File: src/rtl/ahb_sram_arbiter.sv
// Round-robin arbiter that turns valid/ready requests into single AHB-lite transfers
// toward one SRAM controller slave, with alignment screening and a stalled-slave timeout.
module ahb_sram_arbiter #(
  parameter int NUM_REQ = 2,
  parameter int AW      = 32,
  parameter int DW      = 32,
  parameter int TIMEOUT = 16
) (
  input  logic                  hclk,
  input  logic                  hreset,
  input  logic [NUM_REQ-1:0]    req_valid,
  output logic [NUM_REQ-1:0]    req_ready,
  input  logic [NUM_REQ-1:0]    req_write,
  input  logic [3*NUM_REQ-1:0]  req_size,
  input  logic [AW*NUM_REQ-1:0] req_addr,
  input  logic [DW*NUM_REQ-1:0] req_wdata,
  output logic [NUM_REQ-1:0]    rsp_valid,
  output logic                  rsp_err,
  output logic [DW-1:0]         rsp_rdata,
  output logic                  hsel,
  output logic [1:0]            htrans,
  output logic                  hwrite,
  output logic [2:0]            hsize,
  output logic [AW-1:0]         haddr,
  output logic [DW-1:0]         hwdata,
  output logic                  hready,
  input  logic                  hready_resp,
  input  logic [1:0]            hresp,
  input  logic [DW-1:0]         hrdata
);

  localparam int IW = (NUM_REQ > 1) ? $clog2(NUM_REQ) : 1;
  localparam int CW = $clog2(TIMEOUT + 1);
  localparam logic [1:0] TRANS_IDLE   = 2'b00;
  localparam logic [1:0] TRANS_NONSEQ = 2'b10;
  localparam logic [1:0] RESP_ERROR   = 2'b01;

  typedef enum logic [1:0] {S_IDLE, S_ADDR, S_DATA, S_ERRQ} state_t;

  state_t          state;
  logic [IW-1:0]   rr_ptr;
  logic [IW-1:0]   owner;
  logic [IW-1:0]   grant_idx;
  logic            grant_found;
  logic            bad_req;
  logic [CW-1:0]   dcnt;
  logic [DW-1:0]   lat_wdata;

  logic [2:0]      size_arr  [NUM_REQ];
  logic [AW-1:0]   addr_arr  [NUM_REQ];
  logic [DW-1:0]   wdata_arr [NUM_REQ];

  function automatic logic [IW-1:0] wrap_idx(input logic [IW-1:0] base, input int off);
    int s;
    s = (int'(base) + off) % NUM_REQ;
    return IW'(s);
  endfunction

  always_comb begin
    for (int i = 0; i < NUM_REQ; i++) begin
      size_arr[i]  = req_size[i*3 +: 3];
      addr_arr[i]  = req_addr[i*AW +: AW];
      wdata_arr[i] = req_wdata[i*DW +: DW];
    end
  end

  // Scan from the farthest candidate back to rr_ptr so the closest valid one wins.
  // NOTE: every variable assigned in always_comb gets a default first, otherwise a latch is inferred.
  always_comb begin
    grant_found = 1'b0;
    grant_idx   = '0;
    for (int i = NUM_REQ - 1; i >= 0; i--) begin
      if (req_valid[wrap_idx(rr_ptr, i)]) begin
        grant_found = 1'b1;
        grant_idx   = wrap_idx(rr_ptr, i);
      end
    end
  end

  always_comb begin
    req_ready = '0;
    if (state == S_IDLE && grant_found && !hreset) req_ready[grant_idx] = 1'b1;
  end

  assign bad_req = (size_arr[grant_idx] > 3'd2) ||
                   (size_arr[grant_idx] == 3'd1 && addr_arr[grant_idx][0]) ||
                   (size_arr[grant_idx] == 3'd2 && addr_arr[grant_idx][1:0] != 2'b00);

  assign hready = hready_resp;

  // NOTE: sequential state uses non-blocking assignments so every register samples pre-edge values.
  always_ff @(posedge hclk) begin
    if (hreset) begin
      state     <= S_IDLE;
      rr_ptr    <= '0;
      owner     <= '0;
      dcnt      <= '0;
      lat_wdata <= '0;
      rsp_valid <= '0;
      rsp_err   <= 1'b0;
      rsp_rdata <= '0;
      hsel      <= 1'b0;
      htrans    <= TRANS_IDLE;
      hwrite    <= 1'b0;
      hsize     <= '0;
      haddr     <= '0;
      hwdata    <= '0;
    end else begin
      rsp_valid <= '0;
      unique case (state)
        S_IDLE: begin
          if (grant_found) begin
            owner     <= grant_idx;
            rr_ptr    <= (grant_idx == IW'(NUM_REQ - 1)) ? '0 : grant_idx + IW'(1);
            lat_wdata <= wdata_arr[grant_idx];
            if (bad_req) begin
              state <= S_ERRQ;
            end else begin
              state  <= S_ADDR;
              hsel   <= 1'b1;
              htrans <= TRANS_NONSEQ;
              hwrite <= req_write[grant_idx];
              hsize  <= size_arr[grant_idx];
              haddr  <= addr_arr[grant_idx];
            end
          end
        end
        S_ADDR: begin
          hsel   <= 1'b0;
          htrans <= TRANS_IDLE;
          hwdata <= lat_wdata;
          dcnt   <= '0;
          state  <= S_DATA;
        end
        S_DATA: begin
          // hwrite still holds the direction of the transfer in flight.
          if (hready_resp) begin
            rsp_valid[owner] <= 1'b1;
            rsp_err          <= (hresp == RESP_ERROR);
            if (!hwrite) rsp_rdata <= hrdata;
            state            <= S_IDLE;
          end else if (dcnt == CW'(TIMEOUT - 1)) begin
            rsp_valid[owner] <= 1'b1;
            rsp_err          <= 1'b1;
            state            <= S_IDLE;
          end else begin
            dcnt <= dcnt + CW'(1);
          end
        end
        S_ERRQ: begin
          rsp_valid[owner] <= 1'b1;
          rsp_err          <= 1'b1;
          state            <= S_IDLE;
        end
        default: state <= S_IDLE;
      endcase
    end
  end

endmodule

File: config.mk
export PLATFORM = sky130hd
export DESIGN_NAME = ahb_sram_arbiter
export DESIGN_NICKNAME = d
export VERILOG_FILES = /design/src/rtl/ahb_sram_arbiter.sv
export SDC_FILE = /design/constraint.sdc
export NUM_CORES = 1
export LEC_CHECK = 0
export BUFFER_PORTS_ARGS = -buffer_cell sky130_fd_sc_hd__buf_2
export CAP_MARGIN = 30
export CORE_UTILIZATION = 41
export CTS_CLUSTER_DIAMETER = 50
export DETAILED_ROUTE_END_ITERATION = 7
export GPL_ROUTABILITY_DRIVEN = 0
export PLACE_DENSITY_LB_ADDON = 0.05
export SLEW_MARGIN = 40
export SYNTH_ARGS = -nofsm -noshare
export SYNTH_HDL_FRONTEND = slang
export SYNTH_SLANG_ARGS = --single-unit
File: constraint.sdc
create_clock -name hclk -period 2.1 [get_ports hclk]
set_clock_uncertainty 0.15 [all_clocks]
set_input_delay 0.21 -clock hclk [delete_from_list [all_inputs] [get_ports hclk]]
set_output_delay 0.21 -clock hclk [all_outputs]
set_load 0.01 [all_outputs]
# Word level (Yosys, flattened, before mapping)
# Index checks and enable logic that the tools add are counted.
# totals
register_bits	147
in_bits	175
out_inout_bits	109
word_cells	106
# classes
n_addsub	3
n_lt_le_gt_ge	8
eq_ne	12
mux	45
n_bitwise	3
reduce_logical	21
# op_table
op	n
$mux 32	6
$mux 2	9
$mux 1	17
$reduce_and 3->1	4
$mux 5	2
$pmux 5 s2	1
$mux 3	3
$lt 1x2->1 const B	4
$ne 2x2->1 const B	4
$pmux 2 s2	2
$pmux 2 s4	1
$reduce_bool 2->1	4
$logic_and 1x1->1	6
$reduce_and 2->1	3
$add 5x1->5 const B	1
$eq 5x4->1 const B	1
$eq 2x1->1 const B	2
$eq 2x2->1 const B	2
$pmux 1 s2	2
$eq 3x1->1 const B	1
$eq 3x2->1 const B	1
$gt 3x2->1 const B	1
$ne 3x3->1 const B	1
$add 1x1->1 const B	2
other kinds (8)	12

# Longest topological paths before layout
# logic_depth
word_depth	16
depth_mapped	8
depth_no_buf	7

# Least setup slack after synthesis
# OpenSTA, ideal clock, no wires.
# synth_path
path_type	register to register
start	reg dcnt[0]
end	reg dcnt[4]
setup_time_ns	0.128
arrival_ns	1.804
required_ns	1.822
slack_ns	0.018
stages_incl_launch_ff	7
n_path_buf	0
synth_period_minus_slack_ns	2.082
path_cell_list	dfxtp_1 -> ha_1 -> and3_1 -> ha_1 -> or4b_2 -> a31oi_1 -> nor2_1
# synth_between
elab_chain_len	4
elab_cells_between_ends	7
cone_classes	1 x add/sub; 2 x eq/ne; 3 x mux; 1 x reduce/logical
# synth_lines
element	line_no	source
start: declaration	46	logic [CW-1:0] dcnt;
start signal: assignment	147	dcnt <= dcnt + CW'(1);
$add 5x1->5	147	
$mux 5	142	end else if (dcnt == CW'(TIMEOUT - 1)) begin
$mux 5	137	if (hready_resp) begin
$pmux 5 s2	110	unique case (state)
# Parallel ways exist; a longest one is shown, timed or not. The select of a mux whose other input is x is not followed.
# A chain may end at the register's enable or synchronous reset.

# Worst setup path after layout
# layout_path
start	reg dcnt[1]
end	reg dcnt[3]
# Same word-level chain as after synthesis.

==> reports/metrics.cfg <==
[placed_design]
dp_cells = 1122
dp_hpwl_um = 12300
io_buffers = 282

[route]
vias = 6874
first_pass_iters = 8
wl_per_cell_um = 15.8
drc = 0
wl_um = 20900
viasPerCell = 5.22
detail-route-antenna-nets = 0
drtIter0Drc = 442

[worst_setup_path]
r2r_cells = 9
cp-start-kind = register
cp-end-kind = register
critPathArrivalTime_ns = 2.23
cp.required_ns = 2.29
path_class = reg -> reg
critical_path.max_fanout = 3

[synthesis]
syn_inst = 702
ys_async_sr_fraction_pct = 0
netlist_area_um2 = 5770
syn-num-nets = 879
ys_seq_elements = 145
synth_area_per_cell_um2 = 8.22
synth-edff-count = 0
synth_flop_cell = dfxtp_1
synth-seq-area-share_pct = 50.3
synth_cell_types = 43
synth_warnings = 0

[clock_tree]
cts_root_buf = clkbuf_16
path_clk_slew_ns = 0.06
clk_path_buf_depth = 2
clk_latency_ns = 0.42
cts_buffers = 17
htree_levels = 4
clock_sinks = 145
cts_tree = yes

[sta]
setup_violations = 0
whs_ns = 0.0200
fin_crit_ns = 2.04
maxSlewViolCount = 0
fmax_mhz = 491
fin_tns_setup_ns = 0
worst_pin_slew_ns = 0.602
maxSlewHeadroom_pct = 59.9
period_share_pct = 97.1
rsz0062_at_grt = yes
hold_viol = 0

[global_route]
grt_max_degree = 96
grtUsageTotal_pct = 28.2
grt.overflow.total = 0
antenna_found_initial = 1
busiest_layer = met2
met1_usage_pct = 30.2
grt_pass1_vias = 6794
grt_pass1_wl_um = 32300
grt_use_met3_pct = 7.22
gr-usage-met2_pct = 49.5

[layout]
area_growth_pct = 68.1
nets = 1304
fin_cells = 1317
final_common_cell = buf_2
mostFrequentLayoutCells = 280 x buf_2, 193 x nand2_1, 151 x dlygate4sd3_1
drive_gt1_share_pct = 32.2

[job]
drv_cap = 0

[floorplan]
dieArea_um2 = 14600
start_util_pct = 42.7
row_count = 42
die_x_um = 121
die_h_um = 121
io_pins = 284
core_um2 = 13500

[power]
p_leak_uw = 0.00453
power_density_nw_per_um2 = 766
vdd.ir_drop.worst_mv = 0.557

[worst_hold_path]
hold_path_class = in -> reg
hold-path-cell-count = 4

[run_status]
outcome = finished clean

## cell families (layout without fill, tap and decap cells)
logic type,after synthesis,count (layout),synth area share [%]
AO/OA/AOI/OAI,214,214,24.3
XOR/XNOR,1,1,0.152
adder cells (fa/ha/maj),2,2,0.433
buffers and inverters,99,537,6.98
flip-flops,145,145,50.3
multiplexers,4,4,0.737
other,1,2,0.0650
AND/OR/NAND/NOR,236,236,17.0
## critical path, cell delays in order (launching register included)
cell     delay [ns]
dfxtp_4        0.36
ha_4           0.16
and3_4         0.18
ha_4           0.16
buf_6          0.11
nor4b_2        0.25
buf_4          0.16
nand4_1        0.11
xor2_1         0.19
nor3_1         0.16
## cell usage after synthesis, types with 3 or more instances
cell type  number  area [µm²]
inv_1          35         131
nor4b_1         3        26.3
nor2_1         13        48.8
nand2_1       194         728
buf_2           4        20.0
clkbuf_1       55         206
nor3_1          4        20.0
o21ai_0        34         170
a211o_1        32         280
dfxtp_1       145        2900
a222oi_1       32         320
buf_4           3        22.5
a21oi_1       101         505
## stage by stage
step | util [%] | worst slack [ns] | power, µW | instance area [µm²]
detailed placement | 55.0 | -0.0335 | 4270 | 7420
global placement | 55.0 | 0.0214 | 4240 | 7420
finish | 71.8 | 0.0615 | 7430 | 9700
global route | 71.8 | -0.0746 | 7760 | 9700
floorplan | - | 0.0182 | 3770 | 5770
CTS | 70.8 | 0.00216 | 7440 | 9560
## sequential cells by signal, indices dropped and copies added, names as in the netlist, 2 cells and up
signal	flops
haddr	32
hwdata	32
lat_wdata	32
rsp_rdata	32
dcnt	5
hsize	3
rsp_valid	2
state	2
## final timing paths
kind                                           start                      end  slack, ns
worst min-delay path                     req_addr[6]    haddr[6]$_SDFFE_PP0P_       0.02
worst max register to register  dcnt[1]$_SDFFE_PP0P_     dcnt[3]$_SDFFE_PP0P_       0.06
worst max-delay path            dcnt[1]$_SDFFE_PP0P_     dcnt[3]$_SDFFE_PP0P_       0.06
worst min register to register    owner$_SDFFE_PP0P_  rsp_valid[0]$_SDFF_PP0_       0.30
## power breakdown
group	switching (µW)	internal, µW
sequential	110	2960
combinational	740	719
clock	1130	1770
total	1980	5450
## area by class of cell
class / instances / area, µm²
Sequential cell: 145 / 2910
Fill cell: 1035 / 3800
Antenna cell: 1 / 2.50
Inverter: 35 / 131
Clock buffer: 22 / 454
Clock inverter: 10 / 111
Tap cell: 176 / 220
Timing Repair Buffer: 470 / 3320
Multi-Input combinational cell: 458 / 2550
## per-layer routing
metal  vias up  share of wire (%)
met5         -                  0
met4         0                4.4
met3        83                8.0
met2       385                 50
met1      3129                 38
li1       3277                  -
## what timing repair did
item / in CTS / in global routing
pin swaps: 2 / 7
gates resized for setup: 5 / 12
hold endpoints to repair: 97 / 0
gates cloned: 1 / 1
buffers inserted: 1 / 8
hold buffers: 151 / 0
setup endpoints to repair: 4 / 4
(Power assumes the default switching activity.)
